`src/rtl/datapath_ctrl_pkg.sv`:
```
// Shared types and constants for the datapath controller and its decoder.
package datapath_ctrl_pkg;

    localparam int unsigned PC_W      = 8;
    localparam int unsigned INSTR_W   = 16;
    localparam int unsigned DATA_W    = 16;
    localparam int unsigned REG_SEL_W = 4;
    localparam int unsigned OP_W      = 4;
    localparam int unsigned IMM_W     = 8;

    localparam logic [OP_W-1:0] OP_PASS_B = 4'b1100;

    localparam logic [3:0] OPC_LDI  = 4'h8;
    localparam logic [3:0] OPC_LD   = 4'h9;
    localparam logic [3:0] OPC_ST   = 4'hA;
    localparam logic [3:0] OPC_BZ   = 4'hB;
    localparam logic [3:0] OPC_BNZ  = 4'hC;
    localparam logic [3:0] OPC_JMP  = 4'hD;
    localparam logic [3:0] OPC_HALT = 4'hE;
    localparam logic [3:0] OPC_NOP  = 4'hF;

    typedef enum logic [1:0] {
        ST_FETCH    = 2'd0,
        ST_EXEC     = 2'd1,
        ST_MEM_WAIT = 2'd2,
        ST_HALT     = 2'd3
    } state_e;

    typedef enum logic [3:0] {
        CLS_NOP  = 4'd0,
        CLS_ALU  = 4'd1,
        CLS_LDI  = 4'd2,
        CLS_LD   = 4'd3,
        CLS_ST   = 4'd4,
        CLS_BZ   = 4'd5,
        CLS_BNZ  = 4'd6,
        CLS_JMP  = 4'd7,
        CLS_HALT = 4'd8
    } instr_class_e;

    // Decoded view of the instruction register.
    typedef struct packed {
        instr_class_e         cls;
        logic [2:0]           alu_op;
        logic [REG_SEL_W-1:0] rd;
        logic [REG_SEL_W-1:0] ra;
        logic [REG_SEL_W-1:0] rb;
        logic [IMM_W-1:0]     imm8;
    } decoded_t;

    function automatic logic [3:0] instr_opc(input logic [INSTR_W-1:0] instr);
        return instr[15:12];
    endfunction

    function automatic logic [REG_SEL_W-1:0] instr_rd(input logic [INSTR_W-1:0] instr);
        return instr[11:8];
    endfunction

    function automatic logic [REG_SEL_W-1:0] instr_ra(input logic [INSTR_W-1:0] instr);
        return instr[7:4];
    endfunction

    function automatic logic [REG_SEL_W-1:0] instr_rb(input logic [INSTR_W-1:0] instr);
        return instr[3:0];
    endfunction

    function automatic logic [IMM_W-1:0] instr_imm8(input logic [INSTR_W-1:0] instr);
        return instr[7:0];
    endfunction

endpackage

```
`src/rtl/instr_decoder.sv`:
```
// Combinational instruction decoder: splits IR into class and operand fields.
module instr_decoder
    import datapath_ctrl_pkg::*;
(
    input  logic [INSTR_W-1:0] ir,
    output decoded_t           dec_c
);

    logic [3:0] opc;

    assign opc = instr_opc(ir);

    // Field extraction and opcode classification
    always_comb begin
        dec_c        = '0;
        dec_c.alu_op = opc[2:0];
        dec_c.rd     = instr_rd(ir);
        dec_c.ra     = instr_ra(ir);
        dec_c.rb     = instr_rb(ir);
        dec_c.imm8   = instr_imm8(ir);
        if (!opc[3]) begin
            dec_c.cls = CLS_ALU;
        end else begin
            case (opc)
                OPC_LDI:  dec_c.cls = CLS_LDI;
                OPC_LD:   dec_c.cls = CLS_LD;
                OPC_ST:   dec_c.cls = CLS_ST;
                OPC_BZ:   dec_c.cls = CLS_BZ;
                OPC_BNZ:  dec_c.cls = CLS_BNZ;
                OPC_JMP:  dec_c.cls = CLS_JMP;
                OPC_HALT: dec_c.cls = CLS_HALT;
                default:  dec_c.cls = CLS_NOP;
            endcase
        end
    end

endmodule

```
`src/rtl/datapath_controller.sv`:
```
// Multi-cycle fetch/execute sequencer driving the control inputs of the datapath.
module datapath_controller
    import datapath_ctrl_pkg::*;
(
    input  logic                 CLK,
    input  logic                 RST,
    output logic [PC_W-1:0]      INSTR_ADDR,
    output logic                 INSTR_REQ,
    input  logic [INSTR_W-1:0]   INSTR_IN,
    input  logic                 INSTR_VALID,
    input  logic                 Z,
    output logic [REG_SEL_W-1:0] A_SEL,
    output logic [REG_SEL_W-1:0] B_SEL,
    output logic [REG_SEL_W-1:0] DEST_SEL,
    output logic [OP_W-1:0]      OP_SEL,
    output logic [DATA_W-1:0]    CONST_IN,
    output logic                 CONST_SEL,
    output logic                 DATA_SEL,
    output logic                 LOAD_EN,
    output logic                 MEM_RE,
    output logic                 MEM_WE,
    input  logic                 MEM_READY,
    output logic                 HALTED
);

    state_e               state_q, state_d;
    logic [PC_W-1:0]      pc_q, pc_d;
    logic [INSTR_W-1:0]   ir_q, ir_d;
    logic                 zflag_q, zflag_d;

    decoded_t             dec_c;
    logic [PC_W-1:0]      pc_inc_c;
    logic [PC_W-1:0]      br_off_c;
    logic [PC_W-1:0]      pc_br_c;

    instr_decoder u_instr_decoder (
        .ir    (ir_q),
        .dec_c (dec_c)
    );

    // Branch targets are relative to the next sequential address; all PC math wraps.
    assign pc_inc_c   = pc_q + PC_W'(1);
    assign br_off_c   = PC_W'($signed(dec_c.imm8));
    assign pc_br_c    = pc_inc_c + br_off_c;
    assign INSTR_ADDR = pc_q;

    // State, PC, IR and saved zero flag registers
    always_ff @(posedge CLK or posedge RST) begin
        if (RST) begin
            state_q <= ST_FETCH;
            pc_q    <= '0;
            ir_q    <= '0;
            zflag_q <= 1'b0;
        end else begin
            state_q <= state_d;
            pc_q    <= pc_d;
            ir_q    <= ir_d;
            zflag_q <= zflag_d;
        end
    end

    // Next-state, PC, IR and flag update
    always_comb begin
        state_d = state_q;
        pc_d    = pc_q;
        ir_d    = ir_q;
        zflag_d = zflag_q;
        case (state_q)
            ST_FETCH: begin
                if (INSTR_VALID) begin
                    ir_d    = INSTR_IN;
                    state_d = ST_EXEC;
                end
            end
            ST_EXEC: begin
                state_d = ST_FETCH;
                case (dec_c.cls)
                    CLS_ALU: begin
                        zflag_d = Z;
                        pc_d    = pc_inc_c;
                    end
                    CLS_LD:   state_d = ST_MEM_WAIT;
                    CLS_HALT: state_d = ST_HALT;
                    CLS_BZ:   pc_d = zflag_q ? pc_br_c : pc_inc_c;
                    CLS_BNZ:  pc_d = zflag_q ? pc_inc_c : pc_br_c;
                    CLS_JMP:  pc_d = PC_W'(dec_c.imm8);
                    default:  pc_d = pc_inc_c;
                endcase
            end
            ST_MEM_WAIT: begin
                if (MEM_READY) begin
                    pc_d    = pc_inc_c;
                    state_d = ST_FETCH;
                end
            end
            default: state_d = ST_HALT;
        endcase
    end

    // Control outputs decoded from state and IR
    always_comb begin
        INSTR_REQ = 1'b0;
        HALTED    = 1'b0;
        A_SEL     = '0;
        B_SEL     = '0;
        DEST_SEL  = '0;
        OP_SEL    = '0;
        CONST_IN  = '0;
        CONST_SEL = 1'b0;
        DATA_SEL  = 1'b0;
        LOAD_EN   = 1'b0;
        MEM_RE    = 1'b0;
        MEM_WE    = 1'b0;
        case (state_q)
            ST_FETCH: INSTR_REQ = 1'b1;
            ST_EXEC: begin
                case (dec_c.cls)
                    CLS_ALU: begin
                        A_SEL    = dec_c.ra;
                        B_SEL    = dec_c.rb;
                        DEST_SEL = dec_c.rd;
                        OP_SEL   = {1'b0, dec_c.alu_op};
                        LOAD_EN  = 1'b1;
                    end
                    CLS_LDI: begin
                        CONST_IN  = {8'h00, dec_c.imm8};
                        CONST_SEL = 1'b1;
                        OP_SEL    = OP_PASS_B;
                        DEST_SEL  = dec_c.rd;
                        LOAD_EN   = 1'b1;
                    end
                    CLS_LD: begin
                        A_SEL  = dec_c.ra;
                        MEM_RE = 1'b1;
                    end
                    CLS_ST: begin
                        A_SEL  = dec_c.ra;
                        B_SEL  = dec_c.rb;
                        MEM_WE = 1'b1;
                    end
                    default: ;
                endcase
            end
            ST_MEM_WAIT: begin
                A_SEL  = dec_c.ra;
                MEM_RE = 1'b1;
                if (MEM_READY) begin
                    DATA_SEL = 1'b1;
                    DEST_SEL = dec_c.rd;
                    LOAD_EN  = 1'b1;
                end
            end
            default: HALTED = 1'b1;
        endcase
    end

endmodule

```
`config.mk`:
```
export PLATFORM = sky130hd
export DESIGN_NAME = datapath_controller
export DESIGN_NICKNAME = d
export VERILOG_FILES = /design/src/rtl/datapath_ctrl_pkg.sv /design/src/rtl/instr_decoder.sv /design/src/rtl/datapath_controller.sv
export SDC_FILE = /design/constraint.sdc
export NUM_CORES = 1
export LEC_CHECK = 0
export CORE_AREA = 2 2 96 98
export DETAILED_ROUTE_END_ITERATION = 10
export DIE_AREA = 0 0 98 100
export REMOVE_ABC_BUFFERS = 1
export SYNTH_ARGS = -nofsm -noshare
export SYNTH_HDL_FRONTEND = slang
export SYNTH_SLANG_ARGS = --single-unit
```
`constraint.sdc`:
```
create_clock -name CLK -period 4.3 [get_ports CLK]
set_clock_uncertainty 0.1 [all_clocks]
set_input_delay 0.86 -clock CLK [delete_from_list [all_inputs] [get_ports CLK]]
set_output_delay 0.86 -clock CLK [all_outputs]
set_load 0.1 [all_outputs]
```
# [After elaboration in Yosys (flattened, before gate mapping)]
# Cells that the tools add are included.
[word_totals] ff_bits=27 in_bits=21
[classes] add_sub_neg=2 n_eq_ne=20 mux=34 n_reduce_logical=11
[op_table] cell="$mux W8" count=5
[op_table] cell="$eq A4 B4 Y1 const B" count=8
[op_table] cell="$pmux W8 S4" count=1
[op_table] cell="$mux W4" count=7
[op_table] cell="$pmux W4 S7" count=1
[op_table] cell="$pmux W4 S2" count=3
[op_table] cell="$eq A4 B3 Y1 const B" count=4
[op_table] cell="$pmux W8 S2" count=1
[op_table] cell="$mux W1" count=10
[op_table] cell="$add A8 B1 Y8 const B" count=1
[op_table] cell="$add A8 B8 Y8" count=1
[op_table] cell="$eq A4 B2 Y1 const B" count=2
[op_table] cell="$ne A2 B2 Y1 const B" count=3
[op_table] cell="$pmux W2 S3" count=1
[op_table] cell="$reduce_and A2 Y1" count=3
[op_table] cell="$reduce_or A2 Y1" count=3
[op_table] cell="$reduce_or A3 Y1" count=2
[op_table] cell="$eq A4 B1 Y1 const B" count=1
[op_table] cell="$mux W2" count=2
[op_table] cell="$pmux W1 S2" count=2
[op_table] cell="$pmux W2 S2" count=1
[op_table] cell="$reduce_and A3 Y1" count=1
[op_table] cell="$eq A2 B1 Y1 const B" count=1
[op_table] cell="$eq A2 B2 Y1 const B" count=1
[op_table] cell="other kinds (2)" count=2

# [Logic depth before layout (Yosys ltp)]
# Gate-level depths: netlist of the first run.
[logic_depth] depth_word=7 mapped_depth=11 mapped_depth_nobuf=11

# [Hierarchy]
# Synthesis of the first run repeated with hierarchy kept, for this count alone.
[hier_totals] hier_cells=255 area_unflattened_um2=2328.5
[by_module_without_submodules] module="datapath_controller" instances=1 cells_each=226 area_per_inst_um2=2105.8
[by_module_without_submodules] module="instr_decoder" instances=1 cells_each=29 area_per_inst_um2=222.7

# [Worst setup path before layout of the first run]
# OpenSTA, ideal clock, no wires.
[synth_timing] path_kind="register to output" from="reg state_q[1]" to="out OP_SEL[3]" t_arrival_ns=3.662 required_time_ns=3.340 setup_slack_ns=-0.322 path_stages_with_launch=5 n_path_buf=0 cell_sequence="dfrtp_1 inv_1 ha_1 nand2_1 nor4_1"
[synth_between] elab_chain_cells=2
[synth_lines] element="from (decl)" line_no="datapath_controller.sv:26" text="state_e state_q, state_d;"
[synth_lines] element="from (signal assigned)" line_no="datapath_controller.sv:55" text="state_q <= state_d;"
[synth_lines] element="$eq A2 B1 Y1" line_no="datapath_controller.sv:114" text="case (state_q)"
[synth_lines] element="$mux W4" line_no="datapath_controller.sv:114"
[synth_lines] element="to (decl)" line_no="datapath_controller.sv:15" text="output logic [OP_W-1:0] OP_SEL,"
# No other way between the ends.

# [Worst setup path after layout of the first run]
[layout_timing] from="reg state_q[1]" to="out A_SEL[3]"
[layout_between] elab_chain_cells=2 elab_cells_between_ends=3 classes_between="eq/ne: 2; mux: 1"
[layout_lines] element="$eq A2 B2 Y1 or $eq A2 B1 Y1 (tied branches)" line_no="datapath_controller.sv:114"
[layout_lines] element="$pmux W4 S2 *" line_no="datapath_controller.sv:114"
[layout_lines] element="to (decl)" line_no="datapath_controller.sv:12" text="output logic [REG_SEL_W-1:0] A_SEL,"
# Mark *: on every way between the ends. The rest lies on a longest branch, timed or not.

==> results of run 1 <==
-- kinds of logic after synthesis --
kind of cell	after synthesis	share of synthesized area, %
AO/OA/AOI/OAI	52	16.5
XOR/XNOR	10	4.75
adder cells (fa/ha/maj)	13	7.98
buffers and inverters	26	6.04
flip-flops	27	31.7
multiplexers	17	8.98
other	1	0.176
AND/OR/NAND/NOR	90	23.9
-- through the flow --
step	utilization [%]	area, sq um
final	33.1	2950
after global routing	33.1	2950
after CTS	33.1	2950
after detailed placement	32.6	2900
after global placement	32.6	2900
after floorplan	-	2070
-- final timing paths --
path	from	to	slack (ns)	depth (start not counted)
worst max-delay path	state_q[1]	A_SEL[3]	0.83	8
worst min-delay path	ir_q[8]	ir_q[8]	0.41	1
worst max register to register	INSTR_ADDR[1]	INSTR_ADDR[6]	1.44	10
worst min register to register	ir_q[8]	ir_q[8]	0.41	1
max in group asynchronous	RST	ir_q[8]	2.40	2
min in group asynchronous	RST	INSTR_ADDR[1]	1.05	2
-- synth_stat cells, types with 2 or more instances --
master,n,area share [%]
nor4_1,4,1.2
o31a_1,3,1.2
o21a_1,3,1.1
nor2b_1,3,0.88
inv_1,12,2.1
buf_4,8,2.8
o21ai_0,14,3.3
and2_1,20,5.9
nor3b_1,2,0.70
nand3_1,4,0.94
xnor2_1,4,1.6
mux2_2,17,9.0
ha_1,12,7.0
a31oi_1,3,0.88
nor2_1,16,2.8
xor2_1,5,2.1
a21o_2,2,0.82
a21o_1,2,0.70
a211oi_1,2,0.70
dfrtp_1,27,32
o21bai_1,2,0.70
nand2b_1,7,2.1
and3_1,4,1.2
a21oi_1,9,2.1
nand2_1,15,2.6
clkbuf_1,5,0.88
nand3b_1,3,1.1
nor3_1,3,0.70
-- flip-flops by register name, summed over array words and instances (netlist names) --
signal,count
INSTR_ADDR,8
zflag_q,1
ir_q,16
state_q,2
-- layout make-up --
cell class / count / area (sq um) / share of cell area [%]
repair buffers: 60 / 688 / 23.4
multi-input cells: 190 / 1350 / 45.9
flip-flops and latches: 27 / 676 / 22.9
inverters: 12 / 45.0 / 1.53
clock buffers: 4 / 45.0 / 1.53
well taps: 111 / 139 / 4.71
-- routing by layer --
layer / vias to the layer above / GRT usage, %
li1: 935 / -
met1: 869 / 14.9
met2: 63 / 20.7
met3: 9 / 2.99
met4: 0 / 4.06
met5: - / 0
-- layout by cell type, fill, tap and decap left out, drive strengths merged, types with 8 or more instances in the layout --
master | synthesis | final
dfrtp | 27 | 27
and2 | 20 | 20
inv | 12 | 12
nor2 | 16 | 16
ha | 12 | 12
clkdlybuf4s50 | 0 | 30
mux2 | 17 | 17
nand2 | 15 | 15
a21oi | 10 | 10
buf | 9 | 30
o21ai | 15 | 15
conb | 1 | 8
==> flow_summary_export.csv, run 1 <==
group,metric,value,unit
timing,rsz0062_at_grt,"no",
critical_path,end_kind,"output port",
drt,wl_met2,2730,microns
critical_path,cp_slowest_cell,"a21boi_0",
drt,drt-met1-wl,2560,microns
yosys,netlist_area,2130,sq um
timing,worst_pin_slew,1.09,ns
drt,final_antenna_net_count,0,
placed_design,placed_cells,400,
floorplanning,die_w,98,microns
critical_path,cpPeakStageDelay,0.45,ns
cts,cts_tree,"done",
critical_path,crit_type,"reg2out",
drt,drtPass1Iterations,4,
cts,clock_latency,0.28,ns
critical_path,cp-start-kind,"flip-flop",
cts,cts_max_path_buffers,2,
placed_design,io_buffers,59,
grt,grt_pass1_wl,9690,microns
floorplanning,die_area,9800,sq um
cts,cts_made_buffers,3,
timing,fin_crit,3.47,ns
timing,setup_viol,0,
yosys,synth-seq-cells,27,
floorplanning,ios,68,
yosys,synth_edf_count,0,
placed_design,pre_cts_ws,1.09,ns
cts,cts_resized,0,
yosys,synth-warning-count,0,
final_layout,n_fill_cell,924,
floorplanning,floorplan.rows,35,
placed_design,place.gp.congestion,0.824,
cts,cts.hold.buffers_added,0,
grt,grt_overflow,0,
yosys,ys_types,53,
drt,routed.top_layer,"met4",
placed_design,hpwlAfterDp,4620,microns
final_layout,syn_to_final_growth,38.2,%
yosys,async_reset_ff_share,100,%
cts,htreeDepth,1,
drt,drtIter0Drc,58,
yosys,synth.avg_cell_area,9.03,sq um
timing,fmax,288,MHz
flow_run,drv_cap,0,
critical_path,worstPathCellList,"inv_1 > ha_1 > nand2_1 > nor4_1 > nor2_1 > a21boi_0 > and2_1 > buf_4",
hold_path,hold_class,"reg2reg",
floorplanning,initial_core_util,24.0,%
drt,via_count,1876,
drt,vias_per_cell,4.64,
critical_path,critPathBufInv,2,
grt,gr-usage-all-layers,12.1,%
cts,root_buffer,"clkbuf_8",
drt,route.final.wire_length,5790,microns
drt,avgRoutedWirePerCell,14.3,microns
timing,worst_slack,0.833,ns
yosys,synth.yosys.seq_area_share,31.7,%
floorplanning,core_area,8890,sq um
critical_path,cp_max_fo,7,
cts,path_clk_slew,0.10,ns
yosys,synth_cells,236,
grt,grt_start_max_net_pins,28,
floorplanning,die_y,100,microns
yosys,synthFlopType,"dfrtp_1",
drt,drc,0,
timing,final_hold_viol_count,0,
final_layout,drive_gt1_share,20.1,%
cts,cts_setup_buffers,0,
timing,fin_crit_sh,80.6,%
final_layout,diodes,0,
critical_path,crit_arrival,2.51,ns
timing,tns,0,ns
grt,grt_pass1_vias,1950,
final_layout,final_nets,328,
critical_path,crit_family,"simple AND/OR/NAND/NOR gates",
drt,wl_met3,392,microns
cts,numClockSinks,27,
critical_path,crit_required,3.34,ns
timing,whs,0.413,ns
grt,antenna_found_initial,0,
timing,final_max_slew_viol_count,0,
final_layout,final_cells,404,
run_status,outcome,"complete, no violations",
timing,slew_headroom,27.3,%
Power of run 1 is not shown: default switching activity piles up to over one toggle a cycle in this logic, so the estimate is an artifact.
==> inputs of run 2 (changes only) <==
==> constraint.sdc (replaced) <==
create_clock -name CLK -period 3.1 [get_ports CLK]
set_clock_uncertainty 0.1 [all_clocks]
set_input_delay 0.62 -clock CLK [delete_from_list [all_inputs] [get_ports CLK]]
set_output_delay 0.62 -clock CLK [all_outputs]
set_load 0.1 [all_outputs]
==> run 2 against run 1 <==
Against the previous run: setup slack worse by 0.56 ns; worst hold slack better by 0.00072 ns; sequential share of layout area down 1.4 points; via count up 2.0%; critical path type unchanged; final cell count up 2.2%.
==> flow_summary_export.csv, run 2 (same netlist as run 1, synthesis figures left out) <==
group,metric,value,unit
critical_path,crit_arrival,2.11,ns
placed_design,placed_cells,409,
timing,worst_slack,0.270,ns
grt,grt_start_max_net_pins,28,
floorplanning,ios,68,
cts,cts_made_buffers,3,
final_layout,mostFrequentLayoutCell,"dfrtp_1",
grt,grt_overflow,0,
floorplanning,die_y,100,microns
final_layout,final_cells,413,
critical_path,crit_required,2.38,ns
critical_path,end_kind,"output port",
drt,via_count,1914,
timing,fin_crit_sh,91.3,%
cts,cts_max_path_buffers,2,
cts,cts_resized,0,
placed_design,place.gp.congestion,0.835,
floorplanning,die_area,9800,sq um
timing,fin_crit,2.83,ns
run_status,outcome,"complete, no violations",
cts,cts.hold.buffers_added,0,
critical_path,rrSetupSlack,0.29,ns
grt,gr-usage-all-layers,12.5,%
critical_path,reg2reg_depth,9,
final_layout,largest_register_ff_count,16,
timing,worst_pin_slew,0.735,ns
cts,cts_setup_buffers,0,
cts,clock_latency,0.27,ns
drt,drtPass1Iterations,4,
floorplanning,initial_core_util,24.0,%
timing,final_max_slew_viol_count,0,
grt,grt_pass1_wl,10000,microns
cts,htreeDepth,1,
placed_design,io_buffers,59,
cts,path_clk_slew,0.10,ns
final_layout,diodes,0,
timing,setup_viol,0,
cts,root_buffer,"clkbuf_8",
drt,route.final.wire_length,5940,microns
cts,numClockSinks,27,
timing,slew_headroom,50.7,%
final_layout,drive_gt1_share,25.8,%
drt,drc,0,
hold_path,hold_class,"reg2reg",
critical_path,cp_max_fo,4,
timing,final_hold_viol_count,0,
drt,final_antenna_net_count,0,
floorplanning,floorplan.rows,35,
drt,vias_per_cell,4.63,
critical_path,cp-start-kind,"flip-flop",
grt,antenna_found_initial,0,
flow_run,drv_cap,0,
timing,rsz0062_at_grt,"no",
final_layout,n_fill_cell,905,
timing,fmax,353,MHz
critical_path,crit_type,"reg2out",
floorplanning,core_area,8890,sq um
cts,cts_tree,"done",
floorplanning,die_w,98,microns
placed_design,pre_cts_ws,0.316,ns
grt,grt_pass1_vias,1956,
final_layout,syn_to_final_growth,47.2,%
hold_path,holdPathStages,1,
placed_design,hpwlAfterDp,4670,microns
drt,drtIter0Drc,102,
final_layout,regMostFlops,"ir_q",
final_layout,layout_common_cells,"dfrtp_1 (27), buf_12 (25), buf_4 (24)",
drt,avgRoutedWirePerCell,14.4,microns
final_layout,final_nets,337,
==> run 2: cell types whose count changed in the layout (fill, tap and decap cells not counted), sizes merged <==
cell / before / now
buf: 30 / 49
clkdlybuf4s50: 30 / 20
==> run 2: cell type report <==
cell class,instances,area (sq um),area share (%)
repair buffers,69,881,28.1
inverters,12,45.0,1.43
clock buffers,4,45.0,1.43
well taps,111,139,4.42
multi-input cells,190,1350,43.1
flip-flops and latches,27,676,21.5
==> run 2: critical path: stages, from the launching register on <==
cell and delay (ns):
dfrtp_1 0.38, nand2b_1 0.17, o21ai_0 0.40, and2_1 0.19
inv_1 0.05, a21boi_0 0.14, buf_4 0.15, and2_1 0.17
buf_12 0.19
==> run 2: final timing paths <==
check,end,startpoint
setup / recovery,A_SEL[3],ir_q[12]
hold / removal,ir_q[10],ir_q[10]
setup reg to reg,INSTR_ADDR[6],INSTR_ADDR[0]
hold reg to reg,ir_q[10],ir_q[10]
max in group asynchronous,state_q[1],RST
min in group asynchronous,ir_q[5],RST
==> run 2: metal layers <==
metal,GRT usage (%),up-vias,wire (microns)
met5,0,-,0
met4,2.88,0,35
met3,2.99,2,380
met2,21.1,55,2810
met1,16.2,907,2720
li1,-,950,-
==> run 2: metrics by stage <==
stage	area [sq um]	utilization, %	TNS (ns)	hold slack (ns)
after CTS	3140	35.3	0	0.418
final	3140	35.3	0	0.414
after detailed placement	3090	34.8	0	0.391
after floorplan	2070	-	-46.16	0.371
after global placement	3090	34.8	0	0.394
after global routing	3140	35.3	0	0.434
Power of run 2 is left out for the same reason.
==> inputs of run 3 (changes only) <==
--- a/config.mk
+++ b/config.mk
@@ -5,9 +5,10 @@
 export SDC_FILE = /design/constraint.sdc
 export NUM_CORES = 1
 export LEC_CHECK = 0
-export CORE_AREA = 2 2 96 98
+export CORE_AREA = 4 4 98 100
+export CTS_CLUSTER_SIZE = 40
 export DETAILED_ROUTE_END_ITERATION = 10
-export DIE_AREA = 0 0 98 100
+export DIE_AREA = 0 0 102 104
 export REMOVE_ABC_BUFFERS = 1
 export SYNTH_ARGS = -nofsm -noshare
 export SYNTH_HDL_FRONTEND = slang
==> run 3 against run 2 <==
Against the previous run: wire length rose by 1.4%; via count increased by 2.7%; non-clock buffer count is 1 higher; flip-flop and latch count unchanged; critical endpoint is now INSTR_ADDR[6]; highest routed layer unchanged.
==> flow_summary_export.csv, run 3 (same netlist as run 1, synthesis figures left out) <==
group,metric,value,unit
run_status,outcome,"complete, no violations",
drt,final_antenna_net_count,0,
critical_path,crit_type,"reg2reg",
final_layout,syn_to_final_growth,47.6,%
drt,via_count,1966,
floorplanning,initial_core_util,24.6,%
floorplanning,die_y,104,microns
floorplanning,die_w,102,microns
cts,clock_latency,0.28,ns
floorplanning,ios,68,
critical_path,crit_arrival,2.97,ns
critical_path,cp-start-kind,"flip-flop",
timing,worst_pin_slew,0.724,ns
final_layout,largest_register_ff_count,16,
final_layout,regMostFlops,"ir_q",
flow_run,drv_cap,0,
grt,antenna_found_initial,0,
drt,avgRoutedWirePerCell,14.7,microns
timing,rsz0062_at_grt,"no",
critical_path,crit_required,3.21,ns
critical_path,cp_slowest_cell,"or4b_1",
critical_path,critPathBufInv,0,
final_layout,diodes,0,
drt,vias_per_cell,4.78,
critical_path,end_kind,"flip-flop",
cts,cts_setup_buffers,0,
hold_path,hold_class,"reg2reg",
timing,setup_viol,0,
drt,drtPass1Iterations,4,
timing,fin_crit,2.86,ns
placed_design,pre_cts_ws,0.321,ns
timing,final_hold_viol_count,0,
cts,cts_tree,"done",
cts,cts_made_buffers,3,
timing,final_max_slew_viol_count,0,
cts,cts.hold.buffers_added,0,
critical_path,crit_family,"compound AO/OA/AOI/OAI gates",
final_layout,layout_common_cells,"dfrtp_1 (27), buf_4 (26), buf_12 (24)",
final_layout,drive_gt1_share,27.1,%
floorplanning,die_area,10600,sq um
grt,grt_pass1_vias,2066,
cts,root_buffer,"clkbuf_8",
final_layout,ff_latch_area,676,sq um
final_layout,n_fill_cell,906,
timing,fmax,350,MHz
drt,drc,0,
timing,worst_slack,0.241,ns
timing,fin_crit_sh,92.2,%
floorplanning,floorplan.rows,34,
floorplanning,core_area,8680,sq um
placed_design,io_buffers,59,
grt,gr-usage-all-layers,11.6,%
final_layout,multi_input_area,1370,sq um
final_layout,final_nets,338,
grt,grt_overflow,0,
grt,grt_pass1_wl,10200,microns
critical_path,cpPeakStageDelay,0.49,ns
placed_design,place.gp.congestion,0.895,
critical_path,worstPathCellList,"ha_1 > nand3_1 > xnor2_1 > ha_1 > o21a_1 > o31a_1 > o21a_1 > or4b_1 > a31o_1 > a31oi_1",
drt,route.final.wire_length,6030,microns
drt,drtIter0Drc,92,
final_layout,mostFrequentLayoutCell,"dfrtp_1",
cts,numClockSinks,27,
grt,grt_start_max_net_pins,28,
cts,path_clk_slew,0.11,ns
cts,cts_resized,0,
timing,slew_headroom,51.8,%
cts,htreeDepth,1,
cts,cts_max_path_buffers,2,
critical_path,cp_max_fo,6,
placed_design,hpwlAfterDp,4740,microns
-- run 3: cell types whose count changed in the layout (fill, tap and decap cells not counted), sizes merged --
cell,change
buf,+1
clkbuf,-1
clkinvlp,+1
-- run 3: area by class of cell --
type,count,share of cell area (%)
multi-input cells,190,43.4
inverters,12,1.43
clock buffers,3,1.31
flip-flops and latches,27,21.5
repair buffers,70,27.8
well taps,108,4.29
clock inverters,1,0.239
-- run 3: routing by layer --
metal,vias up,share of wire [%],global-route usage [%]
met5,-,0,0
met4,0,1.1,3.00
met1,944,47,15.8
met3,7,7.1,3.29
li1,951,-,-
met2,64,45,17.9
-- run 3: final timing paths --
path	startpoint	endpoint	slack, ns	cells after the start
max in group asynchronous	RST	zflag_q	2.03	3
hold reg to reg	ir_q[10]	ir_q[10]	0.41	1
setup / recovery	INSTR_ADDR[0]	INSTR_ADDR[6]	0.24	10
hold / removal	ir_q[10]	ir_q[10]	0.41	1
setup reg to reg	INSTR_ADDR[0]	INSTR_ADDR[6]	0.24	10
min in group asynchronous	RST	ir_q[4]	0.59	3
-- run 3: stage by stage --
stage	TNS, ns	hold WS (ns)	cells	util, %	cell area, sq um
after CTS	0	0.412	411	36.1	3130
after detailed placement	0	0.389	407	35.6	3090
after floorplan	-46.16	0.371	229	-	2070
after global routing	0	0.442	411	36.3	3150
after global placement	0	0.393	407	35.6	3090
final	0	0.408	411	36.3	3150
Power of run 3 is left out for the same reason.
